## config.mk

```make
export PLATFORM = sky130hd
export DESIGN_NAME = c2h
export DESIGN_NICKNAME = d
export VERILOG_FILES = /design/src/rtl/c2h.sv
export SDC_FILE = /design/constraint.sdc
export NUM_CORES = 1
export LEC_CHECK = 0
export ABC_AREA = 1
export CORE_MARGIN = 8
export CORE_UTILIZATION = 40
export CTS_CLUSTER_DIAMETER = 200
export CTS_CLUSTER_SIZE = 12
export DETAILED_ROUTE_END_ITERATION = 8
export DONT_BUFFER_PORTS = 1
export PLACE_DENSITY = 0.62
export SYNTH_ARGS = -nofsm -noshare
export SYNTH_HDL_FRONTEND = slang
export SYNTH_SLANG_ARGS = --single-unit
```

## constraint.sdc

```tcl
create_clock -name clk -period 4 [get_ports clk]
set_clock_uncertainty 0.15 [all_clocks]
set_input_delay 0.4 -clock clk [delete_from_list [all_inputs] [get_ports clk]]
set_output_delay 0.4 -clock clk [all_outputs]
set_load 0.005 [all_outputs]
```

## src/rtl/c2h.sv

```systemverilog
// c2h: line-oriented ASCII command parser (D hh, I hh, R, LD, LI) producing 32-bit command words.
// Build option: define C2H_LOWERCASE_EN to accept lowercase command letters and hex digits.
module c2h #(
  parameter int unsigned TIMEOUT_CYC = 0,
  parameter int unsigned MAX_DIGITS  = 2
) (
  input  logic        clk,
  input  logic        rst,
  input  logic        rx_valid,
  input  logic [7:0]  rx_data,
  output logic        cmd_valid,
  output logic [31:0] cmd_word,
  output logic        err,
  output logic        busy
);

  localparam int unsigned CNT_W = (TIMEOUT_CYC > 0) ? $clog2(TIMEOUT_CYC + 1) : 1;
  localparam int unsigned DIG_W = 2;

  localparam logic [7:0] OP_I  = 8'h01;
  localparam logic [7:0] OP_R  = 8'h02;
  localparam logic [7:0] OP_LD = 8'h03;
  localparam logic [7:0] OP_LI = 8'h04;
  localparam logic [7:0] OP_D  = 8'h05;

  localparam logic [7:0] CH_D = 8'h44;
  localparam logic [7:0] CH_I = 8'h49;
  localparam logic [7:0] CH_L = 8'h4C;
  localparam logic [7:0] CH_R = 8'h52;

  typedef enum logic [2:0] {
    S_IDLE    = 3'd0,
    S_GOT_L   = 3'd1,
    S_ARG     = 3'd2,
    S_NOARG   = 3'd3,
    S_DISCARD = 3'd4
  } state_t;

  state_t             state_q, state_d, state_eff;
  logic [7:0]         opcode_q, opcode_d;
  logic [7:0]         value_q, value_d;
  logic [DIG_W-1:0]   digits_q, digits_d;
  logic [CNT_W-1:0]   cnt_q, cnt_d;
  logic               issue, syn_err, expire, active;
  logic               cmd_valid_d, err_d, busy_d;
  logic [31:0]        cmd_word_d;

  logic [7:0]         rx_byte;
  logic               is_eol, is_sp, is_hex;
  logic [3:0]         nibble;

  // Byte folding and classification
  always_comb begin
    rx_byte = rx_data;
`ifdef C2H_LOWERCASE_EN
    if ((rx_data >= 8'h61 && rx_data <= 8'h66) || rx_data == 8'h69 ||
        rx_data == 8'h6C || rx_data == 8'h72)
      rx_byte = rx_data & 8'hDF;
`endif
    is_eol = (rx_byte == 8'h0D) || (rx_byte == 8'h0A);
    is_sp  = (rx_byte == 8'h20);
    is_hex = 1'b0;
    nibble = 4'h0;
    if (rx_byte >= 8'h30 && rx_byte <= 8'h39) begin
      is_hex = 1'b1;
      nibble = rx_byte[3:0];
    end else if (rx_byte >= 8'h41 && rx_byte <= 8'h46) begin
      is_hex = 1'b1;
      nibble = 4'(rx_byte[3:0] + 4'd9);
    end
  end

  // Inter-byte timeout; an expiring command is treated as if the parser were already idle
  assign active = (state_q == S_GOT_L) || (state_q == S_ARG) || (state_q == S_NOARG);
  assign expire = (TIMEOUT_CYC != 0) && active && (cnt_q == CNT_W'(TIMEOUT_CYC));
  assign state_eff = expire ? S_IDLE : state_q;

  // State and datapath registers
  always_ff @(posedge clk or posedge rst) begin
    if (rst) begin
      state_q   <= S_IDLE;
      opcode_q  <= 8'h00;
      value_q   <= 8'h00;
      digits_q  <= '0;
      cnt_q     <= '0;
      cmd_valid <= 1'b0;
      err       <= 1'b0;
      busy      <= 1'b0;
      cmd_word  <= 32'h0;
    end else begin
      state_q   <= state_d;
      opcode_q  <= opcode_d;
      value_q   <= value_d;
      digits_q  <= digits_d;
      cnt_q     <= cnt_d;
      cmd_valid <= cmd_valid_d;
      err       <= err_d;
      busy      <= busy_d;
      cmd_word  <= cmd_word_d;
    end
  end

  // Next-state and parse decisions
  always_comb begin
    state_d  = state_eff;
    opcode_d = opcode_q;
    value_d  = value_q;
    digits_d = digits_q;
    issue    = 1'b0;
    syn_err  = 1'b0;
    cnt_d    = '0;

    if ((TIMEOUT_CYC != 0) && active && !rx_valid && !expire)
      cnt_d = cnt_q + CNT_W'(1);

    if (rx_valid && !is_sp) begin
      case (state_eff)
        S_IDLE: begin
          if (!is_eol) begin
            value_d  = 8'h00;
            digits_d = '0;
            case (rx_byte)
              CH_D:    begin state_d = S_ARG;   opcode_d = OP_D; end
              CH_I:    begin state_d = S_ARG;   opcode_d = OP_I; end
              CH_R:    begin state_d = S_NOARG; opcode_d = OP_R; end
              CH_L:    state_d = S_GOT_L;
              default: begin state_d = S_DISCARD; syn_err = 1'b1; end
            endcase
          end
        end
        S_GOT_L: begin
          if (rx_byte == CH_D) begin
            state_d  = S_NOARG;
            opcode_d = OP_LD;
          end else if (rx_byte == CH_I) begin
            state_d  = S_NOARG;
            opcode_d = OP_LI;
          end else begin
            syn_err = 1'b1;
            state_d = is_eol ? S_IDLE : S_DISCARD;
          end
        end
        S_ARG: begin
          if (is_hex) begin
            if (digits_q == DIG_W'(MAX_DIGITS)) begin
              syn_err = 1'b1;
              state_d = S_DISCARD;
            end else begin
              value_d  = {value_q[3:0], nibble};
              digits_d = digits_q + DIG_W'(1);
            end
          end else if (is_eol) begin
            state_d = S_IDLE;
            if (digits_q != '0) issue = 1'b1;
            else                syn_err = 1'b1;
          end else begin
            syn_err = 1'b1;
            state_d = S_DISCARD;
          end
        end
        S_NOARG: begin
          if (is_eol) begin
            issue   = 1'b1;
            state_d = S_IDLE;
          end else begin
            syn_err = 1'b1;
            state_d = S_DISCARD;
          end
        end
        S_DISCARD: begin
          if (is_eol) state_d = S_IDLE;
        end
        default: state_d = S_IDLE;
      endcase
    end

    if (state_d == S_IDLE) begin
      value_d  = 8'h00;
      digits_d = '0;
    end
  end

  // Registered output values; a no-argument command always carries a zero value field
  always_comb begin
    cmd_valid_d = issue;
    err_d       = syn_err || expire;
    busy_d      = (state_d != S_IDLE);
    cmd_word_d  = cmd_word;
    if (issue)
      cmd_word_d = {opcode_q, 16'h0000, (state_q == S_NOARG) ? 8'h00 : value_q};
  end

endmodule

```

# After elaboration in Yosys (flattened, before gate mapping)
# Index checks and enable logic that the tools add are counted.
totals:
  elab_cells: 97
  inputBits: 11
  out_inout_bits: 35
  register_bits: 40
op_classes:
  magnitude_cmp: 4
  reduce_logical: 16
  n_eq_ne: 18
  n_mux: 49
  addsub: 2
ops:
  columns: ["operator", "count"]
  rows:
  - ["8-bit 2-to-1 mux", 9]
  - ["8-bit by 7-bit equality test with 1-bit output (second input constant)", 4]
  - ["8-bit case mux with 2 select lines", 2]
  - ["3-bit 2-to-1 mux", 8]
  - ["8-bit case mux with 3 select lines", 1]
  - ["1-bit 2-to-1 mux", 17]
  - ["8-bit by 4-bit equality test with 1-bit output (second input constant)", 2]
  - ["3-bit case mux with 5 select lines", 1]
  - ["2-bit 2-to-1 mux", 5]
  - ["5-bit AND reduction", 2]
  - ["3-bit case mux with 3 select lines", 1]
  - ["8-bit by 6-bit equality test with 1-bit output (second input constant)", 1]
  - ["8-bit by 6-bit greater-or-equal comparator with 1-bit output (second input constant)", 1]
  - ["8-bit by 7-bit greater-or-equal comparator with 1-bit output (second input constant)", 1]
  - ["8-bit by 6-bit less-or-equal comparator with 1-bit output (second input constant)", 1]
  - ["8-bit by 7-bit less-or-equal comparator with 1-bit output (second input constant)", 1]
  - ["4-bit 2-to-1 mux", 2]
  - ["3-bit by 2-bit equality test with 1-bit output (second input constant)", 2]
  - ["3-bit zero test", 2]
  - ["3-bit by 2-bit != test with 1-bit output (second input constant)", 2]
  - ["2-bit nonzero test", 3]
  - ["3-bit nonzero test", 2]
  - ["4-bit adder (second input constant)", 1]
  - ["4-bit by 3-bit != test with 1-bit output (second input constant)", 1]
  - ["15 further kinds", 17]

# Depth between registers and ports, before layout
# Gate-level depths: netlist of run 1.
logic_depth:
  ltp_word: 10
  ltp_mapped: 16
  depth_no_buf: 15

# Worst setup path after synthesis of run 1
# Ideal clock, no wire load.
synth_timing:
  kind: "input to register"
  start: "input rx_data[0]"
  end: "register value_q[1]"
  n_path_buf: 1
  cell_stages: 10
  setup_slack_ps: 2040
  setup_time_ps: 122
  t_required_ps: 3728
  arrival_ps: 1687
  cell_sequence: "inv_1 ha_1 nand4_1 o21ai_2 inv_2 a21oi_1 nand3_2 nor2_4 buf_12 nor2_2"
synth_via:
  elab_chain_cells: 10
  elab_cells_between_ends: 43
  classes_between: "add/sub: 1; order compare: 4; eq/ne: 10; mux: 18; reduce/logical: 10"
synth_rtl:
  columns: ["item", "line_no", "source"]
  rows:
  - ["start: declaration", "10", "input logic [7:0] rx_data,"]
  - ["8-bit by 7-bit greater-or-equal comparator with 1-bit output (tied with other cells)", "67", "end else if (rx_byte >= 8'h41 && rx_byte <= 8'h46) begin"]
  - ["1-bit logical AND / 1-bit logical OR (equally long branches)", "67, 60", null]
  - ["1-bit 2-to-1 mux / 3-bit 2-to-1 mux (equally long branches)", null, null]
  - ["1-bit 2-to-1 mux / 3-bit 2-to-1 mux (equally long branches)", "64, 135", null]
  - ["3-bit 2-to-1 mux, on equally long branches", "144, 132", null]
  - ["3-bit case mux with 5 select lines", "117", "case (state_eff)"]
  - ["3-bit 2-to-1 mux", "116", "if (rx_valid && !is_sp) begin"]
  - ["3-bit zero test", "177", "if (state_d == S_IDLE) begin"]
  - ["3-bit by 2-bit != test with 1-bit output (no source line) (tied with other cells)", null, null]
  - ["5-bit AND reduction (no source line)", null, null]
  - ["end signal: assignment", "93", "value_q <= value_d;"]
  - ["end: declaration", "41", "logic [7:0] value_q, value_d;"]
# Parallel ways exist; a longest one is shown, timed or not. The select of a mux whose other input is x is not followed.
# A chain may end at the register's enable or synchronous reset.

# Worst setup path after layout of run 1
layout_timing:
  start: "register state_q[2] (netlist: state_eff[2])"
  end: "register value_q[0]"
layout_via:
  elab_chain_cells: 7
  elab_cells_between_ends: 21
  classes_between: "eq/ne: 7; mux: 9; reduce/logical: 5"
layout_rtl:
  columns: ["item", "line_no", "source"]
  rows:
  - ["start: declaration", "39", "state_t state_q, state_d, state_eff;"]
  - ["start signal: assignment", "91", "state_q <= state_d;"]
  - ["3-bit 2-to-1 mux", "145", "if (digits_q == DIG_W'(MAX_DIGITS)) begin"]
  - ["3-bit 2-to-1 mux", "144", "if (is_hex) begin"]
  - ["3-bit case mux with 5 select lines", "117", null]
  - ["3-bit 2-to-1 mux", "116", null]
  - ["3-bit zero test", "177", null]
  - ["3-bit by 2-bit != test with 1-bit output (no source line) (tied with other cells)", null, null]
  - ["5-bit AND reduction (no source line)", null, null]
# Parallel ways exist; a longest one is shown, timed or not. The select of a mux whose other input is x is not followed.

==> results_dict.tcl, run 1 <==
set metrics [dict create \
    status "completed" \
    ys_types 29 \
    fmax_ghz 0.4542 \
    ys.flop_type "dfrtp_1" \
    slew_violations 0 \
    dieArea_sq_um 7792 \
    post-route-min-period_ps 2202 \
    grt_pass1_wl_um 6679 \
    setup_tns_ps 0 \
    path_max_fanout 20 \
    drc_errors 0 \
    cp-start-kind "flop" \
    synth_edf_count 0 \
    gr-total-overflow 0 \
    instances_no_fill 355 \
    syn_avg_cell_area_sq_um 7.410 \
    dp.cells 346 \
    yosys_warnings 0 \
    grt_max_degree 31 \
    cts_root_buf "clkbuf_8" \
    die_width_um 88.28 \
    vias 1562 \
    ys_ff_latch 30 \
    place_congestion 0.8627 \
    cellLeakagePower_nw 1.128 \
    met2_length_um 1805 \
    place_hpwl_um 3057 \
    cap_violations 0 \
    slew_headroom_pct 54.92 \
    wire_per_inst_um 11.02 \
    htree_levels 2 \
    setup_viol 0 \
    hold_path_class "in -> reg" \
    cts_made_buffers 5 \
    post-route-period-util_pct 55.04 \
    finalWirelength_um 3911 \
    post_cts_resized 0 \
    cts_setup_buffers 0 \
    met1_length_um 1804 \
    portBuffers 0 \
    worst_slew_pin_slew_ps 674.1 \
    power_density_nw_per_um2 357.3 \
    slowest_stage "nand4_1" \
    highest_layer "met4" \
    grt_pass1_vias 1454 \
    path_clk_slew_ps 70 \
    cp.required_ps 4010 \
    diodes 0 \
    worstPathCellList "nor3_4 > nand3_1 > nand4_1 > nor2_1 > a21oi_1 > nor2_2" \
    cts.sinks 30 \
    fin_util_pct 43.17 \
    drive_gt1_share_pct 16.84 \
    syn_area_sq_um 2090 \
    crit_type "reg -> reg" \
    ioPinCount 46 \
    antenna_found_initial 0 \
    cpPeakStageDelay_ps 530 \
    initial_core_util_pct 41.17 \
    syn_to_final_growth_pct 4.850 \
    die_h_um 88.28 \
    core-area_sq_um 5075 \
    clk_path_buf_depth 2 \
    clk-insertion-delay-late_ps 280 \
    hold_viol 0 \
    routed-wl-met3_um 250 \
    cts_tree "yes" \
    track_usage_pct 10.76 \
    synthCells 282 \
    ys_seq_area_share_pct 35.93 \
    vdd_drop_max_mv 0.1586 \
    ant_nets 0 \
    rsz0062_at_grt "no" \
    async_flop_share_pct 100.0 \
    finalNetCount 302 \
    hold-worst-slack_ps 217.6 \
    arrival_ps 2220 \
    first_pass_iters 4 \
    end_kind "flop" \
    drtIter0Drc 68 \
    vias_per_cell 4.400 \
    rows 26 \
]
where the power goes:
part	switching, mW	total (mW)	internal, mW
Clock	0.114	0.379	0.266
Combinational	0.0584	0.0811	0.0227
Sequential	0.00836	0.322	0.314
state kept, by name, summed over array words and instances, names as in the netlist:
| register | count |
|---|---|
| cmd_valid | 1 |
| value_q | 8 |
| digits_q | 2 |
| state_eff | 3 |
| cmd_word | 11 |
| err | 1 |
| busy | 1 |
| opcode_q | 3 |
layer usage:
layer	GRT usage (%)	vias to the layer above
li1	-	832
met1	13.63	679
met2	17.24	44
met3	2.507	7
met4	4.147	0
met5	0	-
timing repair:
action | 4_1_cts | 5_1_grt
endpoints found under the hold margin | 30 | 0
hold buffers | 1 | 0
setup endpoints to repair | 0 | 0
synth_stat cells (5+ instances only):
library cell	n	area share [%]
inv_1	37	6.6
o21ai_2	11	4.6
nand2_2	5	1.5
inv_2	5	0.90
nand3_1	12	2.9
a21oi_1	8	1.9
buf_4	21	7.5
nand2_1	80	14
nor2_2	12	3.6
ha_1	7	4.2
nor2_1	18	3.2
o21ai_0	11	2.6
dfrtp_1	30	36
logic make-up after synthesis:
logic type               after synthesis  synth area share [%]
buffers and inverters                 69                 18.14
other                                  1                0.1795
AO/OA/AOI/OAI                         36                 11.02
AND/OR/NAND/NOR                      139                 30.54
adder cells (fa/ha/maj)                7                 4.191
flip-flops                            30                 35.93
path summary, 6_finish.rpt:
check	depth (start not counted)	start	to	slack, ps
worst max-delay path	6	state_eff[2]	value_q[0]	1800
worst min-delay path	2	rx_valid	err	220
worst max register to register	6	state_eff[2]	value_q[0]	1800
worst min register to register	2	cmd_word[7]	cmd_word[7]	370
max in group asynchronous	3	rst	cmd_word[25]	2940
min in group asynchronous	3	rst	cmd_valid	480
cell type report:
cell class	count	area, sq um
clock inverter	2	60.06
inverter	42	157.7
sequential	30	750.7
multi-input combinational	203	1035
timing repair buffer	2	17.52
fill	510	2884
tap	70	87.58
clock buffer	6	82.58
through the flow:
stage                     instance area, sq um  worst slack, ps  total power [mW]
final                                     2191             1798            0.7827
after global routing                      2191             1489            0.8187
after CTS                                 2191             1798            0.7896
after detailed placement                  2038             1575            0.4081
after global placement                    2038             1615            0.4077
after floorplan                           2165             2040            0.4200
layout by cell type, fill, tap and decap left out, types with 6 or more instances in the layout:
cell / Yosys / final
clkbuf_8: 0 / 6
conb_1: 1 / 21
dfrtp_1: 30 / 30
ha_1: 7 / 7
o21ai_0: 11 / 11
nor2_1: 18 / 18
nand3_1: 12 / 12
a21oi_1: 8 / 8
nand2_1: 80 / 80
o21ai_2: 11 / 11
nor2_2: 12 / 12
inv_1: 37 / 37
worst max-delay path: cells and delay by family (launching register included):
kind | cells | cell delay (ps)
AO/OA/AOI/OAI | 1 | 170
flip-flops | 1 | 480
AND/OR/NAND/NOR | 5 | 1280
(Power assumes the default switching activity.)
==> inputs of run 2 (changes only) <==
==> constraint.sdc (replaced) <==
create_clock -name clk -period 2.1 [get_ports clk]
set_clock_uncertainty 0.15 [all_clocks]
set_input_delay 0.21 -clock clk [delete_from_list [all_inputs] [get_ports clk]]
set_output_delay 0.21 -clock clk [all_outputs]
set_load 0.005 [all_outputs]
==> run 2 against run 1 <==
Net effect:
- first-iteration DRC count up 26%
- critical path depth up 8
- utilization up 0.54 points
- clock power up 29%
- register-to-register slack worse by 1600 ps
- clock-buffer cell count unchanged
- highest routed layer unchanged
- routed wire length up 3.8%
- worst hold slack worse by 140 ps
- die area unchanged
- fmax up 17%
- worst setup slack worse by 1600 ps
==> results_dict.tcl, run 2 (synthesis gave the netlist of run 1 again) <==
set metrics [dict create \
    grt_pass1_vias 1535 \
    grt_max_degree 31 \
    portBuffers 0 \
    post-place-ws_ps 128.5 \
    die_width_um 88.28 \
    die_h_um 88.28 \
    finalNetCount 310 \
    final_cell_mix "nand2_1 (80), inv_1 (37), dfrtp_1 (30)" \
    path_clk_slew_ps 70 \
    crit_type "reg -> reg" \
    hold_path_class "in -> reg" \
    pwr-share-clk_pct 38.0 \
    dieArea_sq_um 7792 \
    post-route-period-util_pct 89.26 \
    cts_root_buf "clkbuf_8" \
    cap_violations 0 \
    status "completed" \
    rows 26 \
    r2r-start "state_eff[1]" \
    p_switching_mw 0.3590 \
    cts_tree "yes" \
    fmax_ghz 0.5335 \
    rrSetupSlack_ps 230 \
    clk-insertion-delay-late_ps 290 \
    grt_pass1_wl_um 6748 \
    setup_tns_ps 0 \
    wire_per_inst_um 11.18 \
    drive_gt1_share_pct 19.45 \
    largest-register "cmd_word" \
    hold_end "err" \
    place_congestion 0.8394 \
    post_dp_cell_area_sq_um 2111 \
    gr-total-overflow 0 \
    end_kind "flop" \
    cts_setup_buffers 0 \
    setup_viol 0 \
    cp.required_ps 2170 \
    slew_violations 0 \
    ant_nets 0 \
    place_hpwl_um 3207 \
    hold_viol 0 \
    cellLeakagePower_nw 1.147 \
    top_regs "cmd_word: 11 flops, value_q: 8 flops" \
    post-route-min-period_ps 1874 \
    diodes 0 \
    final_common_cell "nand2_1" \
    cp-start-kind "flop" \
    vdd_drop_max_mv 0.2542 \
    final_area_sq_um 2218 \
    combinationalPowerShare_pct 14.7 \
    hold_depth 3 \
    antenna_found_initial 0 \
    hold-worst-slack_ps 75.95 \
    power_density_nw_per_um2 578.4 \
    fillers 537 \
    drtIter0Drc 86 \
    first_pass_iters 4 \
    p_int_mw 0.9241 \
    setup_slack_ps 225.6 \
    min_from "rx_valid" \
    core-area_sq_um 5075 \
    finalWirelength_um 4060 \
    initial_core_util_pct 41.17 \
    rsz0062_at_grt "no" \
    switching_share_pct 27.98 \
    syn_to_final_growth_pct 6.168 \
    path_max_fanout 11 \
    htree_levels 2 \
    track_usage_pct 11.02 \
    cts.sinks 30 \
    largest_reg_flops 11 \
    reg2reg_depth 14 \
    vias_per_cell 4.441 \
    seqPwrFrac_pct 47.3 \
    vias 1612 \
    clk_path_buf_depth 2 \
    cts_made_buffers 5 \
    ioPinCount 46 \
    reg2reg_to "value_q[7]" \
    arrival_ps 1950 \
    drc_errors 0 \
]
[run 2: how the worst max path moves through the flow]
stage	start	cells past startpoint	endpoint	slack, ps
floorplan	rx_data[0]	10	value_q[1]	330
global placement	rx_data[0]	16	digits_q[1]	160
detailed placement	rx_data[0]	16	digits_q[1]	130
CTS	state_eff[1]	14	digits_q[1]	220
global route	state_eff[1]	14	digits_q[1]	10
finish	state_eff[1]	14	value_q[7]	230
[run 2: layout make-up]
type	count	area, sq um	share of cell area (%)
clock buffer	6	82.58	3.723
clock inverter	2	12.51	0.5640
inverter	42	157.7	7.107
multi-input combinational	203	1037	46.76
sequential	30	750.7	33.84
tap	70	87.58	3.948
timing repair buffer	10	90.09	4.061
[run 2: worst max-delay path, stage by stage, from the launching register on]
cell and delay, ps:
dfrtp_1 430, nor2_2 120, nand2_1 60, inv_1 110, nand2_1 110, nor2_1 180
nor2_1 70, nand2_1 60, nand2_1 50, nand2_1 60, nand2_1 60, nand2_2 90
nor2_4 40, buf_12 140, nor2_2 80
[run 2: through the flow]
stage          util [%]  instances  power (mW)
6_report          43.71        363       1.283
3_5_place_dp      41.59        354      0.8032
2_1_floorplan         -        302      0.8000
5_1_grt           43.71        363       1.356
4_1_cts           43.66        363       1.303
3_3_place_gp      41.59        354      0.8035
[run 2: power groups by stage]
| stage | logic (mW) | registers (mW) | clock network, mW |
|---|---|---|---|
| 2_1_floorplan | 0.185 | 0.615 | 0 |
| 3_3_place_gp | 0.186 | 0.618 | 0 |
| 3_5_place_dp | 0.185 | 0.618 | 0 |
| 4_1_cts | 0.188 | 0.607 | 0.508 |
| 5_1_grt | 0.217 | 0.609 | 0.531 |
| 6_report | 0.189 | 0.607 | 0.488 |
[run 2: per-layer routing]
| layer | share of wire (%) | track usage, % | vias to the layer above |
|---|---|---|---|
| li1 | - | - | 841 |
| met1 | 45 | 12.95 | 734 |
| met2 | 48 | 18.47 | 30 |
| met3 | 5.3 | 2.971 | 7 |
| met4 | 1.7 | 4.608 | 0 |
| met5 | 0 | 0 | - |
[run 2: what timing repair did]
action / CTS / global route
hold endpoints to repair: 30 / 0
endpoints found under the setup margin: 0 / 10
hold buffers: 1 / 0
gates resized for setup: 0 / 1
